## config.mk

```make
export PLATFORM = sky130hd
export DESIGN_NAME = mips_mc_controller
export DESIGN_NICKNAME = d
export VERILOG_FILES = /design/src/rtl/mips_mc_pkg.sv /design/src/rtl/mips_alu_decoder.sv /design/src/rtl/mips_mc_controller.sv
export SDC_FILE = /design/constraint.sdc
export NUM_CORES = 1
export LEC_CHECK = 0
export CORE_ASPECT_RATIO = 1.25
export CORE_MARGIN = 4
export CORE_UTILIZATION = 40
export CTS_BUF_LIST = sky130_fd_sc_hd__clkbuf_16
export CTS_CLUSTER_DIAMETER = 100
export CTS_CLUSTER_SIZE = 24
export DETAILED_ROUTE_END_ITERATION = 10
export DONT_BUFFER_PORTS = 1
export PLACE_DENSITY_LB_ADDON = 0.12
export SYNTH_ARGS = -nofsm -noshare
export SYNTH_HDL_FRONTEND = slang
export SYNTH_SLANG_ARGS = --single-unit
```

## constraint.sdc

```tcl
create_clock -name clk -period 2.1 [get_ports clk]
set_clock_uncertainty 0.1 [all_clocks]
set_input_delay 0.63 -clock clk [delete_from_list [all_inputs] [get_ports clk]]
set_output_delay 0.63 -clock clk [all_outputs]
set_load 0.01 [all_outputs]
```

## src/rtl/mips_mc_pkg.sv

```systemverilog
// Shared encodings for the multi-cycle MIPS controller: FSM states, opcode/funct
// constants and ALU control codes.
package mips_mc_pkg;

    typedef enum logic [3:0] {
        StFetch  = 4'd0,
        StDecode = 4'd1,
        StMemAdr = 4'd2,
        StMemRd  = 4'd3,
        StMemWb  = 4'd4,
        StMemWr  = 4'd5,
        StRtExec = 4'd6,
        StRtWb   = 4'd7,
        StBranch = 4'd8,
        StAddiEx = 4'd9,
        StAddiWb = 4'd10,
        StJump   = 4'd11
    } state_e;

    localparam logic [5:0] OpRtype = 6'h00;
    localparam logic [5:0] OpJ     = 6'h02;
    localparam logic [5:0] OpBeq   = 6'h04;
    localparam logic [5:0] OpAddi  = 6'h08;
    localparam logic [5:0] OpLw    = 6'h23;
    localparam logic [5:0] OpSw    = 6'h2B;

    localparam logic [5:0] FnAdd = 6'h20;
    localparam logic [5:0] FnSub = 6'h22;
    localparam logic [5:0] FnAnd = 6'h24;
    localparam logic [5:0] FnOr  = 6'h25;
    localparam logic [5:0] FnSlt = 6'h2A;

    localparam logic [2:0] AluAnd = 3'b000;
    localparam logic [2:0] AluOr  = 3'b001;
    localparam logic [2:0] AluAdd = 3'b010;
    localparam logic [2:0] AluSub = 3'b110;
    localparam logic [2:0] AluSlt = 3'b111;

endpackage

```

## src/rtl/mips_alu_decoder.sv

```systemverilog
// R-type funct to ALU control decode; valid flags a supported funct.
module mips_alu_decoder
    import mips_mc_pkg::*;
(
    input  logic [5:0] funct,
    output logic [2:0] alu_ctl,
    output logic       valid
);

    always_comb begin
        alu_ctl = AluAnd;
        valid   = 1'b1;
        case (funct)
            FnAdd:   alu_ctl = AluAdd;
            FnSub:   alu_ctl = AluSub;
            FnAnd:   alu_ctl = AluAnd;
            FnOr:    alu_ctl = AluOr;
            FnSlt:   alu_ctl = AluSlt;
            default: valid   = 1'b0;
        endcase
    end

endmodule

```

## src/rtl/mips_mc_controller.sv

```systemverilog
// Multi-cycle MIPS control FSM: Moore outputs from the registered state, with
// pc_en gated by zero in BRANCH and alu_ctl taken from funct in RTEXEC.
module mips_mc_controller
    import mips_mc_pkg::*;
#(
    parameter int unsigned MEM_HS = 1
) (
    input  logic       clk,
    input  logic       reset,
    input  logic [5:0] opcode,
    input  logic [5:0] funct,
    input  logic       zero,
    input  logic       mem_ready,
    output logic       mem_read,
    output logic       mem_write,
    output logic       ir_write,
    output logic       iord,
    output logic       reg_write,
    output logic       reg_dst,
    output logic       mem_to_reg,
    output logic       alu_src_a,
    output logic [1:0] alu_src_b,
    output logic [1:0] pc_source,
    output logic [2:0] alu_ctl,
    output logic       pc_en,
    output logic       illegal,
    output logic [3:0] state
);

    state_e     state_q, state_d;
    logic       is_store_q, is_store_d;
    logic       ready;
    logic [2:0] rt_ctl;
    logic       rt_valid;

    assign ready = (MEM_HS != 0) ? mem_ready : 1'b1;
    assign state = state_q;

    mips_alu_decoder u_alu_decoder (
        .funct   (funct),
        .alu_ctl (rt_ctl),
        .valid   (rt_valid)
    );

    always_ff @(posedge clk or negedge reset) begin
        if (!reset) begin
            state_q    <= StFetch;
            is_store_q <= 1'b0;
        end else begin
            state_q    <= state_d;
            is_store_q <= is_store_d;
        end
    end

    always_comb begin
        state_d    = state_q;
        is_store_d = is_store_q;
        mem_read   = 1'b0;
        mem_write  = 1'b0;
        ir_write   = 1'b0;
        iord       = 1'b0;
        reg_write  = 1'b0;
        reg_dst    = 1'b0;
        mem_to_reg = 1'b0;
        alu_src_a  = 1'b0;
        alu_src_b  = 2'b00;
        pc_source  = 2'b00;
        alu_ctl    = AluAnd;
        pc_en      = 1'b0;
        illegal    = 1'b0;

        case (state_q)
            StFetch: begin
                mem_read  = 1'b1;
                alu_src_b = 2'b01;
                alu_ctl   = AluAdd;
                if (ready) begin
                    ir_write = 1'b1;
                    pc_en    = 1'b1;
                    state_d  = StDecode;
                end
            end
            StDecode: begin
                alu_src_b = 2'b11;
                alu_ctl   = AluAdd;
                // The lw/sw split is latched here so MEMADR does not depend on opcode.
                case (opcode)
                    OpRtype: state_d = StRtExec;
                    OpLw, OpSw: begin
                        state_d    = StMemAdr;
                        is_store_d = (opcode == OpSw);
                    end
                    OpBeq:  state_d = StBranch;
                    OpAddi: state_d = StAddiEx;
                    OpJ:    state_d = StJump;
                    default: begin
                        illegal = 1'b1;
                        state_d = StFetch;
                    end
                endcase
            end
            StMemAdr: begin
                alu_src_a = 1'b1;
                alu_src_b = 2'b10;
                alu_ctl   = AluAdd;
                state_d   = is_store_q ? StMemWr : StMemRd;
            end
            StMemRd: begin
                mem_read = 1'b1;
                iord     = 1'b1;
                if (ready) state_d = StMemWb;
            end
            StMemWb: begin
                reg_write  = 1'b1;
                mem_to_reg = 1'b1;
                state_d    = StFetch;
            end
            StMemWr: begin
                mem_write = 1'b1;
                iord      = 1'b1;
                if (ready) state_d = StFetch;
            end
            StRtExec: begin
                alu_src_a = 1'b1;
                alu_ctl   = rt_ctl;
                illegal   = !rt_valid;
                state_d   = rt_valid ? StRtWb : StFetch;
            end
            StRtWb: begin
                reg_write = 1'b1;
                reg_dst   = 1'b1;
                state_d   = StFetch;
            end
            StBranch: begin
                alu_src_a = 1'b1;
                alu_ctl   = AluSub;
                pc_source = 2'b01;
                pc_en     = zero;
                state_d   = StFetch;
            end
            StAddiEx: begin
                alu_src_a = 1'b1;
                alu_src_b = 2'b10;
                alu_ctl   = AluAdd;
                state_d   = StAddiWb;
            end
            StAddiWb: begin
                reg_write = 1'b1;
                state_d   = StFetch;
            end
            StJump: begin
                pc_source = 2'b10;
                pc_en     = 1'b1;
                state_d   = StFetch;
            end
            default: state_d = StFetch;
        endcase

        // Reset holds the FSM in FETCH, but FETCH must not drive the datapath then.
        if (!reset) begin
            mem_read   = 1'b0;
            mem_write  = 1'b0;
            ir_write   = 1'b0;
            iord       = 1'b0;
            reg_write  = 1'b0;
            reg_dst    = 1'b0;
            mem_to_reg = 1'b0;
            alu_src_a  = 1'b0;
            alu_src_b  = 2'b00;
            pc_source  = 2'b00;
            alu_ctl    = 3'b000;
            pc_en      = 1'b0;
            illegal    = 1'b0;
        end
    end

endmodule

```

# Yosys cells after proc, flatten, opt, wreduce, memory -nomap -nowiden
# Index checks and enable logic that the tools add are counted.
# Widths: inputs -> output; s select.
# op_classes
bitwise_logic	0
n_eq_ne	24
magnitude_cmp	0
n_mul	0
shift	0
n_reduce_logical	14
n_mux	37
n_addsub	0
n_div	0
# op_table
op	n
$eq 6x6->1 const B	7
$pmux 4 s7	1
$mux 1	21
$pmux 4 s5	1
$eq 4x3->1 const B	4
$eq 4x4->1 const B	4
$mux 4	3
$pmux 3 s4	1
$mux 3	3
$pmux 3 s3	1
$eq 4x2->1 const B	2
$reduce_or 2->1	4
$reduce_or 4->1	2
$eq 6x2->1 const B	1
$eq 6x3->1 const B	1
$eq 6x4->1 const B	1
$logic_not 6->1	1
$ne 2x2->1 const B	3
$pmux 2 s3	1
$reduce_or 6->1	1
$reduce_or 5->1	1
$eq 4x1->1 const B	1
$logic_not 4->1	1
$mux 2	2
7 further kinds	7
# word_totals
n_memories	0
out_inout_bits	21
in_bits	16
mem_bits_ro	0
register_bits	5
latch_bits	0
mem_bits_rw	0

# Logic depth before layout (Yosys ltp)
# logic_depth
depth_word	6
ltp_mapped	5

# Cells and area by module
# Synthesis repeated with hierarchy kept, for this count alone.
# unflattened
hier_cells	105
hier_area_um2	724.4
# modules_own_cells
module	seq_area_each_um2	cells_each	instances	area_each_um2
mips_mc_controller	125.1	96	1	653.1
mips_alu_decoder	0.0	9	1	71.3

# Worst setup path before layout
# Ideal clock, no wire load.
# synth_timing
path_type	reg2out
startpoint	register state_q[1] (netlist: state[1])
endpoint	output pc_en
t_arrival_ps	1355
n_path_buf	1
path_stages_with_launch	6
path_slack_ps	15
path_cell_list	dfrtp_1 > buf_6 > nor4b_4 > nand2_1 > o31a_1 > o22ai_1
# synth_between
elab_chain_cells	3
word_cells_on_any_way	5
classes_between	2 x eq/ne; 2 x mux; 1 x reduce/logical
# synth_lines
item	line	text
start, declared	mips_mc_controller.sv:30	state_e state_q, state_d;
start signal, assigned	mips_mc_controller.sv:47	state_q <= StFetch;
start signal, assigned	mips_mc_controller.sv:50	state_q <= state_d;
$eq 4x4->1 / $logic_not 4->1 (equally long branches)	mips_mc_controller.sv:72	case (state_q)
$pmux 1 s3 (*)	mips_mc_controller.sv:72	
$mux 1 (*)	mips_mc_controller.sv:160	if (!reset) begin
end, declared	mips_mc_controller.sv:25	output logic pc_en,
# Mark *: on every way between the ends. The rest lies on a longest branch, timed or not.

# Final worst setup path
# layout_timing
startpoint	register state_q[1] (netlist: state[1])
endpoint	output illegal
# layout_between
elab_chain_cells	3
word_cells_on_any_way	4
classes_between	2 x eq/ne; 2 x mux
# layout_lines
item	line	text
$eq 4x3->1 / $eq 4x1->1 (equally long branches)	mips_mc_controller.sv:72	
$pmux 1 s2 (*)	mips_mc_controller.sv:72	
$mux 1 (*)	mips_mc_controller.sv:160	
end, declared	mips_mc_controller.sv:26	output logic illegal,
# Marked as above.

==> results.json <==
{
  "status": "finished, violations left",
  "failed_checks": "setup timing",
  "fin_crit_ns": 2.168,
  "ctsHtreeMaxLevel": 1,
  "yosys_register_bits": 5,
  "p_per_area_nw_per_um2": 1205,
  "area_growth_syn_to_layout_pct": 37.48,
  "seqCellArea_um2": 128.9,
  "post_synth_main_area_contributors": "dfrtp_1 16%, nor4b_4 6.2%, nor3_1 5.2%, nor2_1 4.9%, o21ai_0 4.6%",
  "core_region_area_um2": 1787,
  "synthCells": 96,
  "multi_input_comb_area_um2": 614.3,
  "grt_first_pass_wirelength_mm": 3.657,
  "drt-vias-per-instance": 5.913,
  "grt_pass1_vias": 845,
  "crit_chain": "nor4b_4 > buf_4 > nand4_1 > o31ai_1 > buf_4",
  "number_of_nets_at_the_end_of_the_flow": 136,
  "post_synth_num_cell_types": 45,
  "hp-class": "register to register",
  "initial_core_util": 0.4279,
  "setup.worst_path.start_class": "register",
  "drv_slew": 0,
  "ys_warn_count": 0,
  "final-setup-viol-count": 5,
  "critical_path_peak_fanout": 4,
  "io-pin-count": 37,
  "port-buffer-count": 0,
  "critPathCapture": "illegal",
  "final.setup.tns_ns": -0.1151,
  "timing.hold.ws_ns": 0.4472,
  "max_slew.worst_pin.slew_ns": 0.2634,
  "drc": 0,
  "rsz0062_at_grt": "true",
  "total_nets_after_synthesis": 112,
  "crit_required_ns": 1.37,
  "design_power_total_mw": 1.267,
  "critPathMostFrequentCell": "buf_4",
  "vdd.ir_drop.worst_uv": 682.0,
  "routed_wire_length_per_instance_um": 15.95,
  "yosysTopAreaCell": "dfrtp_1",
  "clock_latency_ns": 0.23,
  "std_cell_rows": 17,
  "internal_power_uw": 752.8,
  "timing_worst_setup_path_type": "register to output port",
  "final_critical_path_setup_slack_ns": -0.06789,
  "timing.max_slew.rel_slack": 0.8226,
  "critical_path.slowest_cell": "dfrtp_2",
  "power.static_leakage_nw": 0.4213,
  "max-clock-path-buffers": 2,
  "dp_hpwl_mm": 1.642,
  "synth-seq-area-share": 0.1637,
  "netsw_uw": 514.0,
  "root_buffer": "clkbuf_16",
  "r2r_start": "state[2]$_DFFE_PN0P_",
  "clk_transition_reported_paths_ns": 0.03,
  "layoutNonFillerInstCount": 138,
  "groute.layer.met2.usage": 0.2874,
  "finalCritPeriodShare": 1.032,
  "chipHeight_um": 56.88,
  "cp-startpoint": "state[1]$_DFFE_PN0P_",
  "grt_util_all_layers": 0.1889,
  "cts_made_buffers": 3,
  "detail_route.wirelength_mm": 2.201,
  "worstSetupEndpointType": "output port",
  "r2r_slack_ns": 0.46,
  "register_to_register_path_depth": 5,
  "die_area_um2": 2679,
  "crit_cells": 5,
  "met1_demand_to_capacity_share_in_global_routing": 0.2169,
  "r2r-end": "is_store_q$_DFFE_PN0P_",
  "antenna_found_initial": 0,
  "hold_viol_final": 0,
  "share_clk_of_total_power": 0.246,
  "num-fill-cells": 166,
  "sequential_share_of_power": 0.145,
  "drt_iter0_markers": 19,
  "power_frac_comb": 0.608,
  "placed_area_um2": 890.9,
  "grtUsageMet3": 0.03846,
  "switching_share": 0.4057,
  "post_synth_most_frequent_cells": "10 x nor2_1, 8 x nor3_1, 7 x o21ai_0",
  "dp.cells": 128,
  "clock_sink_count": 5,
  "final_area_um2": 1051,
  "synth_largest_type_area_fraction": 0.1637,
  "grt_start_max_net_pins": 19,
  "synth-edff-count": 0,
  "cp_top_family": "flip-flops",
  "mappedNetlistArea_um2": 764.5,
  "number_of_maximum_capacitance_violations": 0,
  "grt.busiest_layer": "met2",
  "worstPathArrival_ns": 1.44,
  "clock.fmax_mhz": 461.3,
  "tritoncts": "done",
  "place_congestion": 0.8166,
  "worstPathBufferInverterCount": 2,
  "synth_most_common_cell": "nor2_1",
  "dominantRegCellSynth": "dfrtp_1",
  "async_flop_share": 1.000,
  "grt_remaining_overflow": 0,
  "n_antenna_cell": 0,
  "floorplan.die.width_um": 47.10,
  "ant_nets": 0,
  "synth_area_per_cell_um2": 7.963,
  "max_stage_delay_ns": 0.43,
  "final_layout_size_suffix_gt1_frac": 0.4118,
  "firstDrtPassIters": 4,
  "num_vias": 816
}
-- worst register-to-register path: cells and delay by family (launching register included) --
| kind | cells | cell delay, ns |
|---|---|---|
| buffers and inverters | 1 | 0.20 |
| and+or+nand+nor | 3 | 0.48 |
| DFF | 1 | 0.46 |
| muxes | 1 | 0.29 |
-- sequential cells by signal, indices dropped and copies added, names as in the netlist --
register and count:
state 4, is_store_q 1
-- logic make-up (layout without fill, tap and decap cells) --
| kind of cell | after synthesis | after routing | share of synthesized area |
|---|---|---|---|
| AOI/OAI and AO/OA | 26 | 26 | 0.2472 |
| muxes | 2 | 2 | 0.03928 |
| buffers and inverters | 9 | 32 | 0.06709 |
| xor gates and xnor gates | 3 | 3 | 0.03438 |
| and+or+nand+nor | 51 | 51 | 0.4485 |
| DFF | 5 | 5 | 0.1637 |
-- power by group through the flow --
stage / combinational, mW / sequential [mW] / clock (mW)
floorplan: 0.521 / 0.176 / 0
global placement: 0.689 / 0.184 / 0
detailed placement: 0.692 / 0.184 / 0
CTS: 0.753 / 0.181 / 0.316
global route: 0.840 / 0.189 / 0.330
finish: 0.770 / 0.184 / 0.312
-- worst min-delay path by stage --
| stage | cells after the start | slack, ns | end | from |
|---|---|---|---|---|
| 6_report | 1 | 0.45 | is_store_q$_DFFE_PN0P_ | is_store_q$_DFFE_PN0P_ |
| 5_1_grt | 1 | 0.45 | is_store_q$_DFFE_PN0P_ | opcode[3] |
| 4_1_cts | 1 | 0.45 | is_store_q$_DFFE_PN0P_ | opcode[3] |
| 3_5_place_dp | 0 | 0.23 | state[0]$_DFFE_PN0P_ | reset |
| 3_3_place_gp | 0 | 0.23 | state[1]$_DFFE_PN0P_ | reset |
| 2_1_floorplan | 0 | 0.23 | is_store_q$_DFFE_PN0P_ | reset |
-- layer usage --
layer,vias to the layer above,share of wire
li1,408,-
met4,0,0.029
met3,4,0.063
met5,-,0
met2,29,0.51
met1,375,0.39
-- timing repair --
action | CTS | global route
buffers inserted | 5 | 0
gates resized for setup | 5 | 6
hold endpoints to repair | 5 | 0
pin swaps | 3 | 1
cloned | 0 | 0
setup endpoints to repair | 10 | 10
hold buffers | 1 | 0
-- layout make-up --
class | instances | area share
clock buffers | 3 | 0.07143
multi-input cells | 82 | 0.5845
well taps | 19 | 0.02262
flip-flops and latches | 5 | 0.1226
repair buffers | 25 | 0.1845
clock inverters | 1 | 0.003571
inverters | 3 | 0.01071
-- metrics by stage --
stage / util / setup WS, ns
floorplan: - / 0.01534
global placement: 0.4986 / -0.03780
detailed placement: 0.4986 / -0.03265
CTS: 0.5777 / -0.07548
global route: 0.5882 / -0.1353
finish: 0.5882 / -0.06789
-- cell usage in the layout (no fill, tap or decap), types with 2 or more instances in the layout --
cell       instances
xor2_1             2
mux2_4             2
o21ai_0            7
a21oi_1            2
nor2b_1            2
nor3_1             7
inv_1              3
buf_4             23
clkbuf_16          3
a31oi_1            3
nor2_1             9
nand3_2            2
nand2_1            5
dfrtp_2            3
nor4b_4            2
nand3_1            3
dfrtp_1            2
nand2b_1           5
(Power assumes the default switching activity.)
